## src/rtl/vram_arbiter.sv

```systemverilog
// Two-port arbiter sharing a single-port 128x64x2 VRAM between display scanout and a CPU/draw engine.
// Scanout has priority; a saturating counter guarantees the CPU a slot after STARVE_LIMIT scan grants.
module vram_arbiter #(
  parameter int STARVE_LIMIT = 8
) (
  input  logic       clk,
  input  logic       rst_n,
  input  logic       cpu_req,
  input  logic       cpu_we,
  input  logic       cpu_xor,
  input  logic [6:0] cpu_hpos,
  input  logic [5:0] cpu_vpos,
  input  logic [1:0] cpu_pixeli,
  output logic       cpu_ack,
  output logic [1:0] cpu_pixelo,
  output logic       collision,
  input  logic       collision_clr,
  input  logic       scan_req,
  input  logic [6:0] scan_hpos,
  input  logic [5:0] scan_vpos,
  output logic       scan_ack,
  output logic [1:0] scan_pixelo,
  output logic [6:0] vram_hpos,
  output logic [5:0] vram_vpos,
  output logic [1:0] vram_pixeli,
  input  logic [1:0] vram_pixelo,
  output logic       vram_we
);

  localparam int CW = (STARVE_LIMIT < 1) ? 1 : $clog2(STARVE_LIMIT + 1);
  localparam logic [CW-1:0] LIMIT = CW'(STARVE_LIMIT);

  typedef enum logic [2:0] {
    IDLE, SCAN_ADDR, SCAN_DATA, CPU_ADDR, CPU_DATA, CPU_WR
  } state_t;

  state_t        state;
  logic [CW-1:0] starve_cnt;
  logic [6:0]    lat_hpos;
  logic [5:0]    lat_vpos;
  logic [1:0]    lat_data;
  logic          lat_xor;

  logic xor_phase;
  logic xor_hit;
  logic cpu_grant;

  assign cpu_grant = cpu_req && (!scan_req || starve_cnt == LIMIT);
  assign xor_phase = (state == CPU_DATA) && lat_xor;
  assign xor_hit   = xor_phase && |(vram_pixelo & lat_data);

  // NOTE: all state is updated with non-blocking assignments so every register sees pre-edge values.
  always_ff @(posedge clk) begin
    if (!rst_n) begin
      state      <= IDLE;
      starve_cnt <= '0;
      lat_hpos   <= '0;
      lat_vpos   <= '0;
      lat_data   <= '0;
      lat_xor    <= 1'b0;
      collision  <= 1'b0;
    end else begin
      case (state)
        IDLE: begin
          if (cpu_grant) begin
            state      <= (cpu_we && !cpu_xor) ? CPU_WR : CPU_ADDR;
            lat_hpos   <= cpu_hpos;
            lat_vpos   <= cpu_vpos;
            lat_data   <= cpu_pixeli;
            lat_xor    <= cpu_we && cpu_xor;
            starve_cnt <= '0;
          end else if (scan_req) begin
            state    <= SCAN_ADDR;
            lat_hpos <= scan_hpos;
            lat_vpos <= scan_vpos;
            lat_data <= '0;
            lat_xor  <= 1'b0;
            // A scan grant with cpu_req pending implies starve_cnt < LIMIT, so this saturates.
            starve_cnt <= cpu_req ? starve_cnt + 1'b1 : '0;
          end else begin
            starve_cnt <= '0;
          end
        end
        SCAN_ADDR: state <= SCAN_DATA;
        SCAN_DATA: state <= IDLE;
        CPU_ADDR:  state <= CPU_DATA;
        CPU_DATA:  state <= IDLE;
        CPU_WR:    state <= IDLE;
        default:   state <= IDLE;
      endcase

      if (xor_hit)
        collision <= 1'b1;
      else if (collision_clr)
        collision <= 1'b0;
    end
  end

  // Strobes are gated by rst_n so a reset landing mid-access suppresses the write and the ack.
  assign scan_ack    = rst_n && (state == SCAN_DATA);
  assign cpu_ack     = rst_n && (state == CPU_DATA || state == CPU_WR);
  assign vram_we     = rst_n && (state == CPU_WR || xor_phase);
  assign scan_pixelo = scan_ack ? vram_pixelo : 2'b00;
  assign cpu_pixelo  = (rst_n && state == CPU_DATA) ? vram_pixelo : 2'b00;

  assign vram_hpos   = (state == IDLE) ? 7'd0 : lat_hpos;
  assign vram_vpos   = (state == IDLE) ? 6'd0 : lat_vpos;
  assign vram_pixeli = (state == IDLE) ? 2'b00 :
                       xor_phase       ? (vram_pixelo ^ lat_data) : lat_data;

endmodule

```

## config.mk

```make
export PLATFORM = sky130hd
export DESIGN_NAME = vram_arbiter
export DESIGN_NICKNAME = d
export VERILOG_FILES = /design/src/rtl/vram_arbiter.sv
export SDC_FILE = /design/constraint.sdc
export NUM_CORES = 1
export LEC_CHECK = 0
export ABC_CLOCK_PERIOD_IN_PS = 1500
export CORE_ASPECT_RATIO = 2
export CORE_MARGIN = 2
export CORE_UTILIZATION = 35
export DETAILED_ROUTE_END_ITERATION = 8
export GPL_TIMING_DRIVEN = 0
export PLACE_DENSITY_LB_ADDON = 0.25
export SYNTH_ARGS = -nofsm -noshare
export SYNTH_HDL_FRONTEND = slang
export SYNTH_SLANG_ARGS = --single-unit
```

## constraint.sdc

```tcl
create_clock -name clk -period 1.5 [get_ports clk]
set_input_delay 0.15 -clock clk [delete_from_list [all_inputs] [get_ports clk]]
set_output_delay 0.15 -clock clk [all_outputs]
set_load 0.01 [all_outputs]
```

* Yosys cells after proc, flatten, opt, wreduce, memory -nomap -nowiden
Index checks and enable logic that the tools add are counted.
** Word-level totals
- Register bits after elaboration :: 24
- Input bits :: 37
- Output and inout bits :: 23
- Word-level logic and storage cells :: 59
** Cells by class
- Add/sub/neg operators :: 1
- Eq/ne operators :: 7
- Mux-type cells :: 23
- Bitwise logic cells :: 2
- Reduce and logical (&&, ||, !) cells :: 19
** Operators by type and width (number)
- 7-bit 2-to-1 mux :: 3
- 6-bit 2-to-1 mux :: 3
- 2-bit 2-to-1 mux :: 6
- 4-bit 2-to-1 mux :: 3
- 1-bit logical AND :: 9
- 3-bit 2-to-1 mux :: 3
- 3-bit case mux with 3 select lines :: 1
- 3-bit by 2-bit == test with 1-bit output, second input constant :: 2
- 3-bit == test, second input constant :: 2
- 4-bit by 1-bit adder with 4-bit output, second input constant :: 1
- 4-bit == test, second input constant :: 1
- 1-bit 2-to-1 mux :: 4
- 2-bit nonzero test :: 2
- 3-bit by 1-bit == test with 1-bit output, second input constant :: 1
- 3-bit logical NOT :: 1
- 1-bit logical OR :: 3
- 3-bit inequality test, second input constant :: 1
- 2-bit bitwise AND :: 1
- 1-bit logical NOT :: 2
- 2-bit AND reduction :: 1
- 2-bit OR reduction :: 1
- 2-bit bitwise XOR :: 1

* Logic depth before layout (Yosys ltp)
Gate-level depths: netlist (run 1).
- Depth after elaboration :: 5
- Gate-level depth with buffers :: 7

* Worst setup path before layout (run 1)
OpenSTA, ideal clock, no wires.
- Path kind :: reg-to-reg
- Start point :: register starve_cnt[0]
- End point :: register lat_data[0]
- Arrival time :: 1369 ps
- Data required time :: 1371 ps
- Setup slack :: 2 ps
- Cell stages (with the launch flop) :: 8
- Buffers on the path :: 2
- Period minus slack after synthesis :: 1498 ps
- Cells stage by stage :: dfxtp_1 -> inv_1 -> ha_1 -> and3b_1 -> clkbuf_1 -> buf_2 -> o211ai_1 -> o22ai_1
** Between the ends
- Word-level cells in the longest chain between the ends :: 5
** Ends and longest elaborated chain
- start: declaration :: RTL line 38 : logic [CW-1:0] starve_cnt;
- start signal: assignment :: RTL line 79 : starve_cnt <= cpu_req ? starve_cnt + 1'b1 : '0;
- 4-bit == test * :: RTL line 48 : assign cpu_grant = cpu_req && (!scan_req || starve_cnt == LIMIT);
- 1-bit logical OR * :: RTL line 48
- 1-bit logical AND * :: RTL line 48
- 2-bit nonzero test (no source line)
- 2-bit AND reduction (no source line)
- end signal: assignment :: RTL line 69 : lat_data <= cpu_pixeli;
- end: declaration :: RTL line 41 : logic [1:0] lat_data;
Mark *: on every way between the ends. The rest lies on a longest branch, timed or not.
A chain may end at the register's enable or synchronous reset.

* Worst setup path in the final report (run 1)
- Start point :: register state[1]
- End point :: output vram_vpos[3]
** Between the ends
- Word-level cells in the longest chain between the ends :: 2
** Ends and longest elaborated chain
- start: declaration :: RTL line 37 : state_t state;
- start signal: assignment :: RTL line 66 : state <= (cpu_we && !cpu_xor) ? CPU_WR : CPU_ADDR;
- 3-bit logical NOT :: RTL line 107 : assign vram_vpos = (state == IDLE) ? 6'd0 : lat_vpos;
- 6-bit 2-to-1 mux :: RTL line 107
- end: declaration :: RTL line 24 : output logic [5:0] vram_vpos,
Every way passes these cells.

==> impl_metrics.py, run 1 <==
metrics = {
    "synthesis": {
        "ys_warn_count": 0,
        "synth_ff_type": "dfxtp_1",
        "synth-seq-cells": 24,
        "syn_area_per_cell_um2": 8.26,
        "synth.distinct_cells": 38,
        "synth_top_cell_by_area": "dfxtp_1",
        "yosys-top-cells-area": "dfxtp_1 33%, a311oi_1 7.8%, o211ai_1 7.2%, and2_1 6.4%, a21oi_1 5.8%",
        "synthCells": 177,
        "synthArstFlopShare_pct": 0,
        "netlist.area_leader.share_pct": 32.8,
        "synth_edf_count": 0,
        "ys_seq_area_share_pct": 32.8,
        "synthesis.nets": 218,
        "syn-cell-area_um2": 1460,
    },
    "pwr": {
        "p_clk_share_pct": 24.3,
        "seq_power_share_pct": 38.0,
        "p_int_mw": 1.35,
        "static-leakage-power_nw": 1.01,
        "p_per_area_nw_per_um2": 773,
        "irDropWorstVdd_mv": 0.500,
        "power_switching_mw": 0.586,
        "combinationalPowerShare_pct": 37.7,
        "p_sw_share_pct": 30.3,
    },
    "clock_network": {
        "cts-htree-levels": 1,
        "root_buffer": "clkbuf_8",
        "path_clk_slew_ns": 0.09,
        "cts_sinks": 24,
        "hold_buffers": 0,
        "cts_max_path_buffers": 2,
        "clkLatencyLatePin_ns": 0.28,
        "cts_made_buffers": 3,
        "cts_tree": "built",
    },
    "timing": {
        "fmax_ghz": 0.575,
        "setup_viol_count_final": 29,
        "fin_ws_ns": -0.239,
        "min_period_over_period_pct": 116,
        "period_needed_ns": 1.74,
        "slew_headroom_pct": 75.9,
        "fin_skew_ns": 0.00357,
        "slew_violations": 0,
        "rsz0062_at_grt": "true",
        "timing_hold_violations_final": 0,
        "tightest_slew_ns": 0.361,
    },
    "layout": {
        "fin_area_um2": 2500,
        "layout.nets": 301,
        "area_delta_synth_final_pct": 70.8,
        "antennaDiodeCount": 0,
        "fillerInstances": 384,
        "layout-drive-gt1-share_pct": 36.3,
        "fin_util_pct": 61.8,
        "finalNonFillerCells": 311,
    },
    "worst_setup_path": {
        "crit_arrival_ns": 1.59,
        "startpoint_type": "register",
        "critPathRequiredTime_ns": 1.35,
        "crit_chain": "or3_4 > buf_6 > clkbuf_16 > and2_4 > buf_6",
        "critPathSlowestCell": "or3_4",
        "critPathBufInv": 3,
        "path_common_cell": "buf_6",
        "crit_cells": 5,
        "path_delay_family": "simple AND/OR/NAND/NOR gates",
        "cp-end-kind": "primary output",
        "reg2regPathDepth": 6,
        "path_class": "reg2out",
        "crit_fanout": 5,
        "critPathMaxStageDelay_ns": 0.40,
    },
    "drt": {
        "highest_layer": "met4",
        "antenna_left": 0,
        "drtPass1Iterations": 4,
        "drc": 0,
        "vias": 1747,
        "wl_met3_um": 246,
        "wirelength_um": 5260,
        "wl_per_cell_um": 16.9,
        "viasPerCell": 5.62,
        "wl_met1_um": 1850,
        "wl_met2_um": 3020,
        "drt_iter0_markers": 54,
    },
    "place": {
        "dpl.hpwl_um": 3410,
        "port_buffers": 58,
        "place.gp.congestion": 0.810,
        "post-place-ws_ns": -0.548,
        "post-place-cells": 287,
        "place_area_um2": 2110,
    },
    "floorplan": {
        "die_h_um": 95.4,
        "start_util_pct": 36.1,
        "die_w_um": 49.7,
        "placement_rows": 33,
        "ios": 60,
        "fp.coreArea_um2": 4050,
        "dieArea_um2": 4740,
    },
    "grt": {
        "grt_pass1_wl_um": 7830,
        "overflow": 0,
        "antenna_found_initial": 0,
        "grt_max_degree": 14,
        "track_usage_pct": 21.2,
        "grt_pass1_vias": 1724,
    },
    "status": {
        "violations": "setup timing",
        "status": "finished with violations",
    },
    "job": {
        "cap_violations": 0,
    },
    "hold_path": {
        "min_path_cells": 3,
        "hp-class": "in2reg",
    },
}
## flip-flops by register name, summed over array words and instances (netlist names)
signal,cells
collision,1
lat_data,2
lat_hpos,7
lat_vpos,6
lat_xor,1
starve_cnt,4
state,3
## synth_stat cells, types with 2 or more instances
master	count
ha_1	4
and2_1	15
clkbuf_1	8
buf_6	2
nand4_1	4
o211ai_1	14
nand2b_1	2
a31oi_1	2
a311oi_1	13
nand3_1	15
clkbuf_8	2
dfxtp_1	24
nor2_1	7
nand2_1	11
buf_4	3
a21oi_1	17
and3_1	2
mux2i_1	2
o22ai_1	3
inv_1	7
nand3b_1	3
## worst min-delay path, cell delays in order
cell      delay, ns
clkbuf_1       0.16
nand2_1        0.09
o22ai_1        0.07
## cell usage in the layout (no fill, tap or decap), types with 3 or more instances in the layout
master	instances
nand3b_1	3
buf_4	13
buf_6	25
nor2_1	6
nand3_1	15
a21oi_1	17
dfxtp_4	3
clkbuf_2	7
and2_4	14
a311oi_1	12
ha_1	3
clkbuf_8	7
nand4_1	4
o211ai_1	14
inv_1	5
nand2_1	11
o22ai_1	3
clkdlybuf4s50_1	36
dfxtp_1	19
buf_2	5
## metal layers
metal  global-route usage, %  vias up
li1                        -      827
met1                    21.9      835
met2                    40.9       74
met3                    1.57       11
met4                    11.8        0
met5                       0        -
## kinds of logic (layout without fill, tap and decap cells)
family / Yosys count / in the layout / synth area share [%]
AO/OA/AOI/OAI: 54 / 54 / 25.7
adder cells (fa/ha/maj): 4 / 4 / 3.42
buffers and inverters: 23 / 105 / 9.15
flip-flops: 24 / 24 / 32.8
multiplexers: 2 / 2 / 1.37
AND/OR/NAND/NOR: 70 / 70 / 27.5
## power groups by stage
stage                     sequential, mW  combinational, mW  clock, mW
after floorplan                    0.734              0.284          0
after global placement             0.744              0.519          0
after detailed placement           0.745              0.523          0
after CTS                          0.731              0.662      0.463
after global routing               0.741              0.773      0.493
final                              0.734              0.729      0.469
## per-stage QoR
| step | TNS [ns] | power [mW] | hold slack (ns) |
|---|---|---|---|
| after floorplan | 0 | 1.02 | 0.300 |
| after global placement | -13.38 | 1.26 | 0.464 |
| after detailed placement | -13.50 | 1.27 | 0.457 |
| after CTS | -4.89 | 1.86 | 0.245 |
| after global routing | -5.60 | 2.01 | 0.270 |
| final | -4.09 | 1.93 | 0.237 |
## path summary, 6_finish.rpt
kind | from | end | slack, ns
worst max-delay path | state[1] | vram_vpos[3] | -0.24
worst min-delay path | rst_n | lat_data[1] | 0.24
worst max register to register | state[1] | state[2] | -0.13
worst min register to register | collision | collision | 0.48
## timing repair
action,4_1_cts,5_1_grt
cloned,1,2
setup endpoints to repair,45,41
pin swaps,17,15
gates resized for setup,130,28
buffers inserted,11,8
## layout make-up
type	count	area (um2)	area share (%)
well taps	52	65.1	2.60
repair buffers	80	769	30.8
plain buffers	14	143	5.71
clock buffers	4	55.1	2.20
flip-flops and latches	24	494	19.8
multi-input cells	130	946	37.9
inverters	7	26.3	1.05
Power figures use the tool's default switching activity.
==> run 2, diff against run 1 <==
--- a/config.mk
+++ b/config.mk
@@ -5,10 +5,12 @@
 export SDC_FILE = /design/constraint.sdc
 export NUM_CORES = 1
 export LEC_CHECK = 0
+export ABC_AREA = 1
 export ABC_CLOCK_PERIOD_IN_PS = 1500
 export CORE_ASPECT_RATIO = 2
 export CORE_MARGIN = 2
 export CORE_UTILIZATION = 35
+export CTS_CLUSTER_SIZE = 25
 export DETAILED_ROUTE_END_ITERATION = 8
 export GPL_TIMING_DRIVEN = 0
 export PLACE_DENSITY_LB_ADDON = 0.25
==> impl_metrics.py, run 2 <==
metrics = {
    "layout": {
        "reg.largest.list": "lat_hpos x7, lat_vpos x6, starve_cnt x4",
        "finalNonFillerCells": 368,
        "antennaDiodeCount": 0,
        "layout-drive-gt1-share_pct": 23.9,
        "layout.nets": 356,
        "largest_reg_flops": 7,
        "largest-register": "lat_hpos",
        "mostFrequentLayoutCells": "60 x nor2_1, 40 x inv_1, 36 x clkdlybuf4s50_1",
        "layout_commonest_cell": "nor2_1",
        "area_delta_synth_final_pct": 55.2,
    },
    "worst_setup_path": {
        "reg2reg_from": "starve_cnt[1]",
        "path_class": "reg2out",
        "startpoint": "state[0]",
        "critPathRequiredTime_ns": 1.35,
        "crit_arrival_ns": 1.33,
        "crit_fanout": 5,
        "cp-end-kind": "primary output",
        "startpoint_type": "register",
    },
    "synthesis": {
        "syn-cell-area_um2": 1520,
        "synth_top_family_by_area": "simple AND/OR/NAND/NOR gates",
        "ys_seq_area_share_pct": 31.5,
        "ys_warn_count": 0,
        "synth-seq-cells": 24,
        "syn_area_per_cell_um2": 6.35,
        "synth_compound_area_share_pct": 13.8,
        "yosysMostFrequentCell": "nor2_1",
        "synthXorXnorAreaFrac_pct": 0,
        "synthMuxAreaShare_pct": 0,
        "synthesis.nets": 281,
        "synthCells": 240,
        "yosys-top-cells-area": "dfxtp_1 32%, nor2_1 15%, inv_1 11%, nand2_1 7.4%, nand3_1 6.2%",
        "synth_ff_type": "dfxtp_1",
        "synthSimpleGateAreaFrac_pct": 35.5,
        "synth_edf_count": 0,
        "synthArstFlopShare_pct": 0,
        "synthAdderAreaFrac_pct": 3.28,
        "netlist.area_leader.share_pct": 31.5,
        "synth_commonest_cells": "62 x nor2_1, 44 x inv_1, 30 x nand2_1",
        "synth.distinct_cells": 29,
        "synth_top_cell_by_area": "dfxtp_1",
    },
    "timing": {
        "min_period_over_period_pct": 98.5,
        "period_needed_ns": 1.48,
        "setup_viol_count_final": 0,
        "worst_hold_slack_ns": 0.329,
        "rsz0062_at_grt": "true",
        "slew_violations": 0,
        "tightest_slew_ns": 0.560,
        "setup-tns-final_ns": 0,
        "fin_ws_ns": 0.0227,
        "slew_headroom_pct": 62.6,
        "fmax_ghz": 0.677,
        "timing_hold_violations_final": 0,
        "fin_skew_ns": 0.00659,
    },
    "floorplan": {
        "start_util_pct": 35.8,
        "placement_rows": 34,
        "die_h_um": 97.3,
        "die_w_um": 50.7,
        "fp.coreArea_um2": 4250,
        "dieArea_um2": 4930,
        "ios": 60,
    },
    "grt": {
        "grt_pass1_wl_um": 6910,
        "grt_pass1_vias": 1649,
        "antenna_found_initial": 0,
        "track_usage_pct": 17.4,
        "overflow": 0,
        "grt_max_degree": 14,
    },
    "place": {
        "dpl.hpwl_um": 3000,
        "post-place-ws_ns": -0.502,
        "post-place-cells": 352,
        "place.gp.congestion": 0.837,
        "port_buffers": 58,
    },
    "clock_network": {
        "cts-htree-levels": 1,
        "clkLatencyLatePin_ns": 0.27,
        "root_buffer": "clkbuf_8",
        "cts_made_buffers": 3,
        "hold_buffers": 0,
        "path_clk_slew_ns": 0.09,
        "cts_tree": "built",
        "cts_max_path_buffers": 2,
        "cts_sinks": 24,
    },
    "drt": {
        "wl_per_cell_um": 11.7,
        "viasPerCell": 4.58,
        "vias": 1687,
        "antenna_left": 0,
        "drtPass1Iterations": 4,
        "drc": 0,
        "drt_iter0_markers": 35,
        "wirelength_um": 4290,
    },
    "hold_path": {
        "hp-start": "cpu_req",
        "hp-class": "in2reg",
    },
    "pwr": {
        "p_total_mw": 1.87,
        "static-leakage-power_nw": 1.11,
        "irDropWorstVdd_mv": 0.620,
        "p_per_area_nw_per_um2": 789,
    },
    "status": {
        "status": "completed",
    },
    "job": {
        "cap_violations": 0,
    },
}
==> run 2: changes by cell type after synthesis, sizes merged, moves of 8 or more <==
cell / previous run / this run
nor2: 7 / 65
a311oi: 13 / 0
o21ai: 1 / 20
inv: 7 / 45
clkbuf: 10 / 2
and2: 16 / 0
nand2: 11 / 33
o211ai: 14 / 0
==> run 2: path summary, 6_finish.rpt <==
kind / slack [ns] / depth (start not counted) / endpoint
setup reg to reg: 0.10 / 8 / lat_hpos[4]
hold reg to reg: 0.47 / 2 / collision
setup / recovery: 0.02 / 6 / vram_pixeli[1]
hold / removal: 0.33 / 5 / lat_hpos[6]
==> run 2: critical path: stages, from the launching register on <==
cell and delay, ns:
dfxtp_4 0.36, nor2_4 0.14, buf_6 0.12, nand3_4 0.10, o21ai_4 0.15, a21oi_2 0.05
buf_2 0.14
==> run 2: kinds of logic (layout without fill, tap and decap cells) <==
family                   count (synthesis)  count (layout)
AO/OA/AOI/OAI                           35              35
flip-flops                              24              24
buffers and inverters                   55             129
adder cells (fa/ha/maj)                  4               4
AND/OR/NAND/NOR                        122             122
==> run 2: layout make-up <==
| type | instances | area [um2] |
|---|---|---|
| fill | 428 | 1890 |
| multi-input combinational | 161 | 885 |
| clock buffer | 4 | 55.1 |
| timing repair buffer | 70 | 602 |
| tap | 54 | 67.6 |
| buffer | 10 | 85.1 |
| inverter | 45 | 176 |
| sequential | 24 | 494 |
==> run 2: per-layer routing <==
| layer | share of wire [%] | GRT usage, % | vias up |
|---|---|---|---|
| met3 | 4.3 | 1.69 | 4 |
| li1 | - | - | 885 |
| met5 | 0 | 0 | - |
| met2 | 52 | 32.5 | 48 |
| met1 | 43 | 20.7 | 750 |
| met4 | 0.56 | 3.74 | 0 |
==> run 2: what timing repair did <==
action / CTS / global route
resized for setup: 83 / 29
cloned: 1 / 0
pin swaps: 6 / 7
setup endpoints to repair: 26 / 32
setup buffers: 10 / 2
==> run 2: power breakdown <==
| group | switching (mW) | internal, mW |
|---|---|---|
| combinational | 0.350 | 0.329 |
| clock | 0.206 | 0.234 |
| sequential | 0.0434 | 0.702 |
| total | 0.600 | 1.27 |
==> run 2: stage by stage <==
| step | util, % | cell area [um2] |
|---|---|---|
| floorplan | - | 1520 |
| global placement | 51.1 | 2170 |
| detailed placement | 51.1 | 2170 |
| CTS | 55.5 | 2360 |
| global route | 55.6 | 2360 |
| finish | 55.6 | 2360 |
